`src/rtl/dispense_scheduler.sv`:
```
// Two-kiosk vending dispense scheduler.
// Requests from two kiosks are arbitrated round-robin. The winner's product
// choice is latched at grant time. A grant either runs that product's motor for
// a fixed number of cycles and acks, or naks at once when the product is out of
// stock. Every output is a register, so outputs change only on a clock edge or
// on reset.
module dispense_scheduler #(
  parameter int MAX_STOCK    = 7,
  parameter int MOTOR_CYCLES = 4
) (
  input  logic       clk1,
  input  logic       reset1,
  input  logic       req0,
  input  logic       req1,
  input  logic       sel0,
  input  logic       sel1,
  input  logic       restock,
  output logic       ack0,
  output logic       ack1,
  output logic       nak0,
  output logic       nak1,
  output logic       motor_a,
  output logic       motor_b,
  output logic [2:0] stock_a,
  output logic [2:0] stock_b,
  output logic       busy
);

  localparam logic [2:0] FULL       = 3'(MAX_STOCK);
  localparam logic [3:0] MOTOR_LAST = 4'(MOTOR_CYCLES);

  typedef enum logic [1:0] {
    IDLE  = 2'd0,
    CHECK = 2'd1,
    DRIVE = 2'd2,
    DONE  = 2'd3
  } state_t;

  state_t     state, state_nxt;
  logic       winner, winner_nxt;    // kiosk being served: 0 or 1
  logic       product, product_nxt;  // latched product: 0 = A, 1 = B
  logic       last, last_nxt;        // kiosk served most recently
  logic       pending, pending_nxt;  // restock seen while busy
  logic [3:0] count, count_nxt;      // motor on-time elapsed
  logic [2:0] stock_a_nxt, stock_b_nxt;
  logic       ack0_nxt, ack1_nxt, nak0_nxt, nak1_nxt;
  logic       motor_a_nxt, motor_b_nxt, busy_nxt;
  logic       grant;
  logic       winner_req;
  logic       sel_empty;

  // A stock count only ever moves down by one. It stops at zero and never wraps.
  function automatic logic [2:0] dec_sat(input logic [2:0] v);
    return (v == 3'd0) ? 3'd0 : v - 3'd1;
  endfunction

  // Next-state logic, plus the next value of every registered output
  always_comb begin
    state_nxt   = state;
    winner_nxt  = winner;
    product_nxt = product;
    last_nxt    = last;
    pending_nxt = pending;
    count_nxt   = count;
    stock_a_nxt = stock_a;
    stock_b_nxt = stock_b;
    ack0_nxt    = 1'b0;
    ack1_nxt    = 1'b0;
    nak0_nxt    = 1'b0;
    nak1_nxt    = 1'b0;
    motor_a_nxt = 1'b0;
    motor_b_nxt = 1'b0;
    // On a tie, grant the kiosk that was not served last. A lone requester
    // always wins.
    grant       = (req0 && req1) ? ~last : req1;
    winner_req  = winner ? req1 : req0;
    sel_empty   = product ? (stock_b == 3'd0) : (stock_a == 3'd0);

    case (state)
      IDLE: begin
        if (restock) begin
          // A refill takes this cycle, so no request is granted in it.
          stock_a_nxt = FULL;
          stock_b_nxt = FULL;
        end else if (req0 || req1) begin
          winner_nxt  = grant;
          product_nxt = grant ? sel1 : sel0;
          state_nxt   = CHECK;
        end
      end
      CHECK: begin
        if (restock) pending_nxt = 1'b1;
        if (sel_empty) begin
          state_nxt = DONE;
          nak0_nxt  = ~winner;
          nak1_nxt  = winner;
        end else begin
          if (product) stock_b_nxt = dec_sat(stock_b);
          else         stock_a_nxt = dec_sat(stock_a);
          count_nxt   = 4'd1;
          motor_a_nxt = ~product;
          motor_b_nxt = product;
          state_nxt   = DRIVE;
        end
      end
      DRIVE: begin
        if (restock) pending_nxt = 1'b1;
        if (count == MOTOR_LAST) begin
          state_nxt = DONE;
          ack0_nxt  = ~winner;
          ack1_nxt  = winner;
        end else begin
          count_nxt   = count + 4'd1;
          motor_a_nxt = ~product;
          motor_b_nxt = product;
        end
      end
      DONE: begin
        if (!winner_req) begin
          // A deferred refill is applied here, before any new grant is made.
          state_nxt   = IDLE;
          last_nxt    = winner;
          pending_nxt = 1'b0;
          if (pending || restock) begin
            stock_a_nxt = FULL;
            stock_b_nxt = FULL;
          end
        end else if (restock) begin
          pending_nxt = 1'b1;
        end
      end
      default: state_nxt = IDLE;
    endcase

    busy_nxt = (state_nxt != IDLE);
  end

  // State and output registers. Reset takes effect at once, without waiting
  // for a clock edge.
  always_ff @(posedge clk1 or posedge reset1) begin
    if (reset1) begin
      state   <= IDLE;
      winner  <= 1'b0;
      product <= 1'b0;
      last    <= 1'b1;
      pending <= 1'b0;
      count   <= 4'd0;
      stock_a <= FULL;
      stock_b <= FULL;
      ack0    <= 1'b0;
      ack1    <= 1'b0;
      nak0    <= 1'b0;
      nak1    <= 1'b0;
      motor_a <= 1'b0;
      motor_b <= 1'b0;
      busy    <= 1'b0;
    end else begin
      state   <= state_nxt;
      winner  <= winner_nxt;
      product <= product_nxt;
      last    <= last_nxt;
      pending <= pending_nxt;
      count   <= count_nxt;
      stock_a <= stock_a_nxt;
      stock_b <= stock_b_nxt;
      ack0    <= ack0_nxt;
      ack1    <= ack1_nxt;
      nak0    <= nak0_nxt;
      nak1    <= nak1_nxt;
      motor_a <= motor_a_nxt;
      motor_b <= motor_b_nxt;
      busy    <= busy_nxt;
    end
  end

endmodule

```
`config.mk`:
```
export PLATFORM = sky130hd
export DESIGN_NAME = dispense_scheduler
export DESIGN_NICKNAME = d
export VERILOG_FILES = /design/src/rtl/dispense_scheduler.sv
export SDC_FILE = /design/constraint.sdc
export NUM_CORES = 1
export LEC_CHECK = 0
export BUFFER_PORTS_ARGS = -buffer_cell sky130_fd_sc_hd__buf_4
export CAP_MARGIN = 20
export CORE_MARGIN = 10
export CORE_UTILIZATION = 48
export DETAILED_ROUTE_END_ITERATION = 10
export PLACE_DENSITY = 0.77
export SYNTH_ARGS = -nofsm -noshare
export SYNTH_HDL_FRONTEND = slang
export SYNTH_SLANG_ARGS = --single-unit
```
`constraint.sdc`:
```
create_clock -name clk1 -period 1.8 [get_ports clk1]
set_input_delay 0.27 -clock clk1 [delete_from_list [all_inputs] [get_ports clk1]]
set_output_delay 0.27 -clock clk1 [all_outputs]
set_load 0.05 [all_outputs]
```
# --- After elaboration in Yosys (flattened, before gate mapping) ---
# Index checks and enable logic that the tools add are counted.
word_totals:
  register_bits: 23
  input_bits: 7
  output_inout_bits: 13
  wordCells: 91
op_classes:
  addsub: 3
  n_eq_ne: 11
  muxes: 41
  bitwise_logic: 5
  n_reduce_logical: 16
ops:
  columns: ["op", "count"]
  rows:
  - ["$mux W3", 9]
  - ["$mux W1", 19]
  - ["$pmux W3 S3", 2]
  - ["$ne A2 B2 Y1 const B", 7]
  - ["$reduce_and A6 Y1", 2]
  - ["$mux W2", 4]
  - ["$mux W4", 2]
  - ["$pmux W2 S4", 1]
  - ["$pmux W4 S2", 1]
  - ["$logic_not A3 Y1", 2]
  - ["$pmux W1 S2", 3]
  - ["$reduce_and A3 Y1", 2]
  - ["$reduce_bool A2 Y1", 3]
  - ["$sub A3 B1 Y3 const B", 2]
  - ["$not A1 Y1", 5]
  - ["$add A4 B1 Y4 const B", 1]
  - ["$eq A2 B2 Y1 const B", 2]
  - ["$eq A4 B3 Y1 const B", 1]
  - ["$reduce_bool A3 Y1", 1]
  - ["$eq A2 B1 Y1 const B", 1]
  - ["$logic_not A2 Y1", 1]
  - ["$logic_or A1 B1 Y1", 2]
  - ["$reduce_and A2 Y1", 1]
  - ["$reduce_or A2 Y1", 1]
  - ["$logic_and A1 B1 Y1", 1]

# --- Longest topological paths before layout ---
# Gate-level depths: netlist of run 1.
depth:
  depth_word: 5
  depth_mapped: 7

# --- Worst setup path before layout of run 1 ---
# OpenSTA, ideal clock, no wires.
synth_path:
  kind: "register -> register"
  startpoint: "register stock_a[0]"
  endpoint: "register state[0]"
  setup_time_ns: 0.126
  t_arrival_ns: 1.470
  required_time_ns: 1.674
  setup_slack_ns: 0.205
  stages_incl_launch_ff: 6
  path_buffers: 1
  period_less_slack_ns: 1.595
  path_cell_list: "dfstp_2 nor4_4 o21ai_2 buf_6 inv_1 o311a_1"
synth_between:
  elab_chain_len: 4
synth_rtl:
  columns: ["element", "line_no", "rtl"]
  rows:
  - ["start: declaration", "24", "output logic [2:0] stock_a,"]
  - ["start signal: assignment", "164", "stock_a <= stock_a_nxt;"]
  - ["$logic_not A3 Y1", "77", "sel_empty = product ? (stock_b == 3'd0) : (stock_a == 3'd0);"]
  - ["$mux W1", "77", null]
  - ["$mux W1", "93", "if (sel_empty) begin"]
  - ["$pmux W2 S4", "79", "case (state)"]
  - ["named net state_nxt[0]", "39", "state_t state, state_nxt;"]
  - ["end signal: assignment", "158", "state <= state_nxt;"]
  - ["end: declaration", "39", null]
# The timed path passes the listed nets, and every way through them passes these cells.
# A chain may end at the register's enable or synchronous reset.

# --- Final worst setup path of run 1 ---
layout_path:
  startpoint: "register state[0]"
  endpoint: "register busy"
layout_between:
  elab_chain_len: 4
layout_rtl:
  columns: ["element", "line_no", "rtl"]
  rows:
  - ["$mux W2", "85", "end else if (req0 || req1) begin"]
  - ["$mux W2", "81", "if (restock) begin"]
  - ["$pmux W2 S4 (*)", "79", null]
  - ["$reduce_bool A2 Y1 (*)", "135", "busy_nxt = (state_nxt != IDLE);"]
  - ["named net busy_nxt", "47", "logic motor_a_nxt, motor_b_nxt, busy_nxt;"]
  - ["end signal: assignment", "172", "busy <= busy_nxt;"]
  - ["end: declaration", "26", "output logic busy"]
# Mark *: on every way through the listed nets, which the timed path passes. The rest lies on a longest branch.

==> results of run 1 <==
==> worst register-to-register path, cell delays in order, from the launching register on <==
cell     delay (ns)
dfrtp_1        0.47
inv_1          0.11
ha_1           0.30
a31oi_4        0.23
nand2_1        0.10
a221o_1        0.31
==> stage by stage <==
step	area, um2	power [mW]	hold WS, ns	setup WS, ns	instances
floorplan	1353	1.727	0.2667	0.2045	134
global placement	1543	2.001	0.3327	0.1758	185
detailed placement	1543	2.058	0.3323	0.1335	185
CTS	1580	2.311	0.1534	0.09233	190
global route	1592	2.506	0.1696	0.008430	190
finish	1592	2.314	0.1531	0.1601	190
==> final timing paths <==
kind / from / slack, ns / endpoint / depth (start not counted)
max in group asynchronous: reset1 / 0.98 / last / 4
worst min-delay path: req0 / 0.15 / winner / 2
min in group asynchronous: reset1 / 0.52 / motor_b / 4
worst max-delay path: state[0] / 0.16 / busy / 5
worst min register to register: pending / 0.53 / pending / 1
worst max register to register: state[0] / 0.16 / busy / 5
==> where the power goes <==
| group | internal, mW | switching (mW) |
|---|---|---|
| Combinational | 0.480 | 0.727 |
| Clock | 0.0834 | 0.167 |
| Sequential | 0.675 | 0.182 |
| Total | 1.24 | 1.08 |
==> cell families (layout without fill, tap and decap cells) <==
| family | Yosys count | in the layout | synth area share [%] |
|---|---|---|---|
| flops | 23 | 23 | 43.20 |
| mux | 2 | 2 | 1.850 |
| compound gates | 42 | 42 | 23.40 |
| buf+inv | 18 | 43 | 6.013 |
| fa+ha+maj | 7 | 7 | 6.475 |
| simple gates | 42 | 42 | 19.06 |
==> sequential cells by signal, summed over array words and instances (netlist names) <==
name / count
product: 1
ack1: 1
motor_b: 1
state: 2
winner: 1
nak1: 1
stock_a: 3
busy: 1
pending: 1
count: 4
motor_a: 1
ack0: 1
last: 1
nak0: 1
stock_b: 3
==> layout make-up <==
| type | instances | area (um2) | area share (%) |
|---|---|---|---|
| Sequential cell | 23 | 585.6 | 36.79 |
| Clock inverter | 1 | 5.005 | 0.3145 |
| Clock buffer | 3 | 22.52 | 1.415 |
| Timing Repair Buffer | 25 | 190.2 | 11.95 |
| Multi-Input combinational cell | 93 | 696.9 | 43.79 |
| Inverter | 14 | 52.55 | 3.302 |
| Tap cell | 31 | 38.79 | 2.437 |
==> placed cells by master, fill, tap and decap left out, drive strengths merged, types with 2 or more instances in the layout <==
cell,synthesis,routed
o21ai,7,7
nand2,7,7
or2,2,2
nor2b,3,3
nor2,8,8
o22ai,2,2
o2bb2ai,5,5
nand3b,3,3
buf,4,24
nor3,2,2
and3,5,5
o31ai,2,2
dfstp,7,7
a31oi,3,3
inv,14,14
nand3,5,5
ha,7,7
clkbuf,0,3
o211ai,2,2
nand2b,3,3
a21oi,13,13
dfrtp,16,16
a221oi,2,2
==> repair_timing <==
action                     CTS  global route
hold endpoints to repair    16             0
setup endpoints to repair    0             3
hold buffers                 1             0
resized for setup            0             3
==> per-layer routing <==
metal / vias up / track usage (%)
met1: 522 / 13.78
met5: - / 0
met3: 7 / 3.946
met2: 28 / 19.10
met4: 0 / 6.540
li1: 537 / -
==> impl_metrics.json, run 1 <==
{
  "synth_ff_type": "dfrtp_1",
  "rows": 19,
  "tritoncts": "done",
  "drc": 0,
  "avgSynthCellArea_um2": 10.09,
  "diodes": 0,
  "postLayoutCoreUtil_pct": 58.22,
  "setup_viol": 0,
  "cts_setup_buffers": 0,
  "end_kind": "flop",
  "grt_overflow_total": 0,
  "ant_nets": 0,
  "io_buffers": 19,
  "dieArea_mm2": 0.005341,
  "viasPerCell": 5.758,
  "htreeDepth": 1,
  "firstDrtPassIters": 4,
  "worst_slew_pin_slew_ns": 0.3349,
  "wl_met1_um": 1248,
  "ys_types": 42,
  "critPathTopFamily": "compound AO/OA/AOI/OAI gates",
  "grt_setup_unrepaired": "no",
  "postSynth.asyncResetShare_pct": 100.0,
  "crit_chain": "inv_1, ha_1, a31oi_4, nand2_1, a221o_1",
  "slowest_delay_ns": 0.47,
  "slew_headroom_pct": 77.51,
  "initial_utilization_pct": 49.47,
  "ys_warn_count": 0,
  "via_count": 1094,
  "hpwl_um": 2224,
  "cts-root-buf": "clkbuf_4",
  "clk_path_buf_depth": 2,
  "wl_per_cell_um": 15.22,
  "gp_congestion": 0.7987,
  "met3_length_um": 154,
  "numCtsBuffers": 3,
  "skew_ns": 0.01570,
  "critPathBufInv": 1,
  "critPathKind": "flop to flop",
  "fin_nets": 174,
  "path_clk_slew_ns": 0.14,
  "period_minus_slack_ns": 1.640,
  "yosys.area.top_type": "dfrtp_1",
  "insertion_delay_ns": 0.33,
  "syn-instance-count": 134,
  "hold_viol_final": 0,
  "nFillCells": 230,
  "tns_ns": 0,
  "grt_pass1_wl_um": 5195,
  "ys_seq_area_share_pct": 43.20,
  "max_freq_mhz": 609.8,
  "hold_path_class": "input port to flop",
  "grt_pass1_vias": 1160,
  "synth.most_common_cell": "dfrtp_1",
  "ir_worst_vdd_mv": 1.046,
  "die_w_um": 73.09,
  "ys_ff_latch": 23,
  "clkSinkCount": 23,
  "slowest_stage": "dfrtp_1",
  "fp.coreArea_mm2": 0.002734,
  "syn_nets": 148,
  "power.leakage_nw": 0.7494,
  "crit_path_max_fanout": 6,
  "startpoint_type": "flop",
  "synth_top_area_share_pct": 29.60,
  "ios": 20,
  "antenna_found_initial": 0,
  "grt_use_total_pct": 11.99,
  "wl_met2_um": 1427,
  "drtIter0Drc": 23,
  "cp.required_ns": 2.01,
  "die_y_um": 73.09,
  "synthTopCellsByArea": "dfrtp_1 30%, dfstp_2 14%, ha_1 6.5%, a21oi_1 4.4%, inv_1 3.9%",
  "timing.final.crit_share_pct": 91.10,
  "worstPathArrival_ns": 1.85,
  "power_density_mw_per_mm2": 1454,
  "status": "finished clean",
  "drive_above_1_share_pct": 29.56,
  "synth_edf_count": 0,
  "grt_max_degree": 24,
  "synth_area_mm2": 0.001353,
  "highest_layer": "met4",
  "cap_violations": 0,
  "routed_wl_um": 2891,
  "syn2layout_area_growth_pct": 17.67,
  "ys_top_cells_by_count": "16 x dfrtp_1, 14 x inv_1, 12 x a21oi_1, 8 x nor2_1",
  "drv_slew": 0
}
No activity file was read; power rests on OpenSTA's default activity.
==> inputs of run 2 (changes only) <==
Settings changed: ABC_AREA set to 1.
Clock period 1.8 ns to 1.9 ns, I/O delays scaled along.
==> run 2 against run 1 <==
Against the previous run:
- cell count is 17% higher
- power is 23% higher
- non-clock buffer count is 4 lower
- die area is 1.9% higher
- clock power is 12% lower
- core utilization is 0.82 points lower
- critical endpoint is now stock_b[1]
- largest cell class unchanged
==> impl_metrics.json, run 2 <==
{
  "die_y_um": 73.79,
  "via_count": 1161,
  "synth_top_area_share_pct": 28.83,
  "reg2reg_depth": 8,
  "initial_utilization_pct": 50.36,
  "fin_area_mm2": 0.001583,
  "period_minus_slack_ns": 1.666,
  "syn-instance-count": 168,
  "final_cell_mix": "46 x nand2_1, 20 x buf_4, 19 x inv_1, 16 x dfrtp_1",
  "synth_area_mm2": 0.001389,
  "tritoncts": "done",
  "fp.coreArea_mm2": 0.002758,
  "avgSynthCellArea_um2": 8.267,
  "startpoint_type": "flop",
  "grt_pass1_wl_um": 4954,
  "ios": 20,
  "synth.most_common_cell": "nand2_1",
  "path_clk_slew_ns": 0.12,
  "synthTopCellsByArea": "dfrtp_1 29%, dfstp_2 13%, nand2_1 12%, ha_1 6.3%, inv_1 5.1%",
  "ir_worst_vdd_mv": 1.622,
  "yosys.area.top_type": "dfrtp_1",
  "gp_congestion": 0.8367,
  "crit_start": "state[1]",
  "rows": 19,
  "fin_nets": 206,
  "clk_path_buf_depth": 2,
  "worstPathArrival_ns": 1.93,
  "hold_viol_final": 0,
  "largest-register": "count",
  "slew_headroom_pct": 72.98,
  "drtIter0Drc": 58,
  "tns_ns": 0,
  "critPathKind": "flop to flop",
  "ys_types": 28,
  "status": "finished clean",
  "power_density_mw_per_mm2": 1795,
  "hpwl_um": 2199,
  "dieArea_mm2": 0.005445,
  "reg_top3": "count: 4 flops, stock_a: 3 flops, stock_b: 3 flops",
  "ys_warn_count": 0,
  "grt_overflow_total": 0,
  "dpl_cell_area_mm2": 0.001546,
  "cts_resized": 0,
  "viasPerCell": 5.230,
  "die_w_um": 73.79,
  "reg2reg_from": "state[1]",
  "grt_setup_unrepaired": "no",
  "grt_use_total_pct": 11.28,
  "drive_above_1_share_pct": 28.27,
  "diodes": 0,
  "cts-root-buf": "clkbuf_4",
  "wl_per_cell_um": 12.42,
  "end_kind": "flop",
  "numCtsBuffers": 3,
  "synth_ff_type": "dfrtp_1",
  "ant_nets": 0,
  "hold_ws_ns": 0.2185,
  "postLayoutCoreUtil_pct": 57.40,
  "postSynth.asyncResetShare_pct": 100.0,
  "grt_pass1_vias": 1175,
  "io_buffers": 19,
  "cp.required_ns": 2.16,
  "hold_depth": 3,
  "timing.final.crit_share_pct": 87.69,
  "syn_nets": 182,
  "htreeDepth": 1,
  "max_freq_mhz": 600.2,
  "hold_path_class": "input port to flop",
  "power.leakage_nw": 0.8228,
  "synth_edf_count": 0,
  "grt_max_degree": 14,
  "ys_top_cells_by_count": "46 x nand2_1, 19 x inv_1, 16 x dfrtp_1, 9 x nand3_1, 9 x o21ai_0",
  "min_from": "sel0",
  "skew_ns": 0.006847,
  "final_common_cell": "nand2_1",
  "ys_ff_latch": 23,
  "cts_setup_buffers": 0,
  "drc": 0,
  "worstReg2RegEnd": "stock_b[1]",
  "hold_end": "product",
  "firstDrtPassIters": 4,
  "antenna_found_initial": 0,
  "ys_seq_area_share_pct": 42.07,
  "cap_violations": 0,
  "crit_path_max_fanout": 11,
  "insertion_delay_ns": 0.31,
  "largest_reg_flops": 4,
  "setup_viol": 0,
  "worst_slew_pin_slew_ns": 0.4054,
  "drv_slew": 0,
  "syn2layout_area_growth_pct": 13.96,
  "clkSinkCount": 23,
  "rrSetupSlack_ns": 0.23,
  "routed_wl_um": 2757
}
==> run 2: changes by cell type after synthesis, sizes merged, moves of 6 or more <==
cell,before,now
inv,14,23
nand3,5,14
nand4,1,7
nand2,7,54
o21ai,7,15
a21oi,13,4
==> run 2: worst max path at each step <==
stage	slack (ns)	end	depth (start not counted)
after floorplan	0.48	busy	8
after CTS	0.26	stock_b[1]	8
after global placement	0.35	stock_b[0]	8
after global routing	0.06	stock_b[2]	8
final	0.23	stock_b[1]	8
after detailed placement	0.29	stock_a[0]	8
==> run 2: final cells by class <==
cell class / instances / area (um2)
tap: 31 / 38.79
inverter: 23 / 86.33
clock buffer: 4 / 26.28
multi-input combinational: 120 / 686.9
fill: 259 / 1175
timing repair buffer: 21 / 160.2
sequential: 23 / 584.3
==> run 2: what timing repair did <==
item / 4_1_cts / 5_1_grt
setup endpoints to repair: 0 / 0
hold buffers: 1 / 0
endpoints found under the hold margin: 4 / 0
==> run 2: worst max-delay path, cell delays in order (launching register included) <==
cell,delay [ns]
dfrtp_1,0.43
inv_1,0.12
ha_1,0.42
inv_1,0.12
o21ai_0,0.22
nor2_2,0.10
nand3_2,0.09
nand2_1,0.06
nand2_1,0.05
==> run 2: metal layers <==
layer,track usage (%),vias to the layer above,part of all wire [%]
li1,-,589,-
met1,12.42,542,44
met2,19.60,25,50
met3,2.692,5,4.8
met4,5.590,0,1.8
met5,0,-,0
==> run 2: stage by stage <==
step | worst slack [ns] | power, mW | instances
after floorplan | 0.4834 | 2.252 | 168
after global placement | 0.3541 | 2.567 | 217
after detailed placement | 0.2946 | 2.624 | 217
after CTS | 0.2592 | 2.865 | 222
after global routing | 0.05901 | 3.124 | 222
final | 0.2339 | 2.840 | 222
==> run 2: kinds of logic (layout without fill, tap and decap cells) <==
kind of cell | Yosys count | after routing | synth area share (%)
buf+inv | 25 | 48 | 8.468
fa+ha+maj | 7 | 7 | 6.306
compound gates | 23 | 23 | 9.550
flops | 23 | 23 | 42.07
simple gates | 90 | 90 | 33.60
==> run 2: report_power, final <==
| group | internal [mW] | switching (mW) | leakage (nW) |
|---|---|---|---|
| Combinational | 0.555 | 1.12 | 0.531 |
| Sequential | 0.738 | 0.204 | 0.277 |
| Clock | 0.0820 | 0.138 | 0.0150 |
| Total | 1.37 | 1.47 | 0.823 |
==> inputs of run 3 (changes only) <==
Settings changed: PLACE_DENSITY 0.77 to 0.79.
Clock period 1.9 ns to 1.4 ns, I/O delays scaled along.
==> run 3 against run 2 <==
Against the previous run:
- wire length grew 23%
- count of clock-buffer cells in the layout is 1 lower
- sequential cell count unchanged
- register-to-register slack lost 0.21 ns
- die area stayed put
- first-iteration DRC count rose by 50%
- global-route usage rose by 0.99 points
- critical path type unchanged
- critical endpoint is now count[0]
- largest cell class unchanged
==> impl_metrics.json, run 3 (same netlist as run 2, synthesis figures left out) <==
{
  "cap_violations": 0,
  "via_count": 1279,
  "grt_max_degree": 24,
  "worst_slew_pin_slew_ns": 0.2820,
  "fin_nets": 221,
  "drv_slew": 0,
  "crit_path_max_fanout": 5,
  "wl_per_cell_um": 14.28,
  "die_w_um": 73.79,
  "die_y_um": 73.79,
  "final_common_cell": "nand2_1",
  "tns_ns": 0,
  "power_density_mw_per_mm2": 2534,
  "clkSinkCount": 23,
  "hold_viol_final": 0,
  "final_cell_mix": "38 x nand2_1, 32 x buf_4, 14 x dfrtp_1, 13 x inv_1, 9 x nand2_2",
  "period_minus_slack_ns": 1.375,
  "grt_overflow_total": 0,
  "grt_pass1_wl_um": 5444,
  "max_freq_mhz": 727.2,
  "ant_nets": 0,
  "hold_path_class": "input port to flop",
  "largest-register": "count",
  "cp.required_ns": 1.66,
  "worstPathArrival_ns": 1.64,
  "drc": 0,
  "slew_headroom_pct": 81.20,
  "grt_pass1_vias": 1250,
  "gp_congestion": 0.8903,
  "wl_met1_um": 1323,
  "largest_reg_flops": 4,
  "firstDrtPassIters": 4,
  "hpwl_um": 2447,
  "timing.final.crit_share_pct": 98.23,
  "met3_length_um": 169,
  "fp.coreArea_mm2": 0.002758,
  "io_buffers": 19,
  "setup_viol": 0,
  "ir_worst_vdd_mv": 2.004,
  "grt_use_total_pct": 12.27,
  "status": "finished clean",
  "tritoncts": "done",
  "syn2layout_area_growth_pct": 37.57,
  "final_cells": 237,
  "critPathKind": "flop to flop",
  "drtIter0Drc": 87,
  "hold_depth": 3,
  "insertion_delay_ns": 0.31,
  "viasPerCell": 5.397,
  "diodes": 0,
  "reg_top3": "count: 4 flops, stock_a: 3 flops, stock_b: 3 flops",
  "rows": 19,
  "ios": 20,
  "power.leakage_nw": 0.9120,
  "reg2reg_depth": 7,
  "clk_path_buf_depth": 2,
  "highest_layer": "met4",
  "wl_met2_um": 1855,
  "end_kind": "flop",
  "dp.cells": 228,
  "initial_utilization_pct": 50.36,
  "drive_above_1_share_pct": 50.49,
  "grt_setup_unrepaired": "yes",
  "dieArea_mm2": 0.005445,
  "path_clk_slew_ns": 0.12,
  "cts-root-buf": "clkbuf_4",
  "skew_ns": 0.002825,
  "routed_wl_um": 3385,
  "rrSetupSlack_ns": 0.02,
  "numCtsBuffers": 3,
  "htreeDepth": 1,
  "startpoint_type": "flop",
  "antenna_found_initial": 0,
  "power_mw": 4.841
}
run 3: final timing paths:
path / end / startpoint
setup / recovery: count[0] / state[0]
hold / removal: product / sel0
setup reg to reg: count[0] / state[0]
hold reg to reg: stock_b[2] / stock_b[2]
max in group asynchronous: stock_b[1] / reset1
min in group asynchronous: count[1] / reset1
run 3: power by group:
group          internal (mW)  switching [mW]
clock                  0.107           0.195
combinational           1.25            1.94
sequential              1.01           0.344
run 3: per-stage QoR:
stage	util [%]	instance area, um2	setup slack (ns)	hold slack [ns]
2_1_floorplan	-	1389	0.008378	0.2067
3_3_place_gp	59.07	1629	-0.01987	0.2690
3_5_place_dp	59.07	1629	-0.1137	0.2793
4_1_cts	62.25	1717	0.005618	0.1429
5_1_grt	69.28	1911	-0.03034	0.1282
6_report	69.28	1911	0.02479	0.1512
run 3: area by class of cell:
| cell class | instances | area, um2 |
|---|---|---|
| inverters | 23 | 96.34 |
| repair buffers | 36 | 287.8 |
| multi-input cells | 120 | 873.3 |
| clock buffers | 3 | 22.52 |
| flip-flops and latches | 23 | 586.8 |
| clock inverters | 1 | 5.005 |
| fillers | 210 | 847.1 |
| well taps | 31 | 38.79 |
run 3: worst max-delay path, stage by stage (launching register included):
cell and delay [ns]:
dfrtp_2 0.50, inv_4 0.12, ha_4 0.17, inv_6 0.06
o21ai_4 0.20, buf_6 0.13, o211ai_2 0.08, nand2_1 0.06
run 3: what timing repair did:
item,CTS,global route
pin swaps,2,7
setup buffers,1,3
resized for setup,14,45
hold endpoints to repair,16,0
hold buffers,1,0
endpoints found under the setup margin,15,20
run 3: per-layer routing:
metal  global-route usage (%)  vias up
li1                         -      625
met1                    13.46      615
met2                    21.69       30
met3                    4.307        9
met4                    3.313        0
met5                        0        -
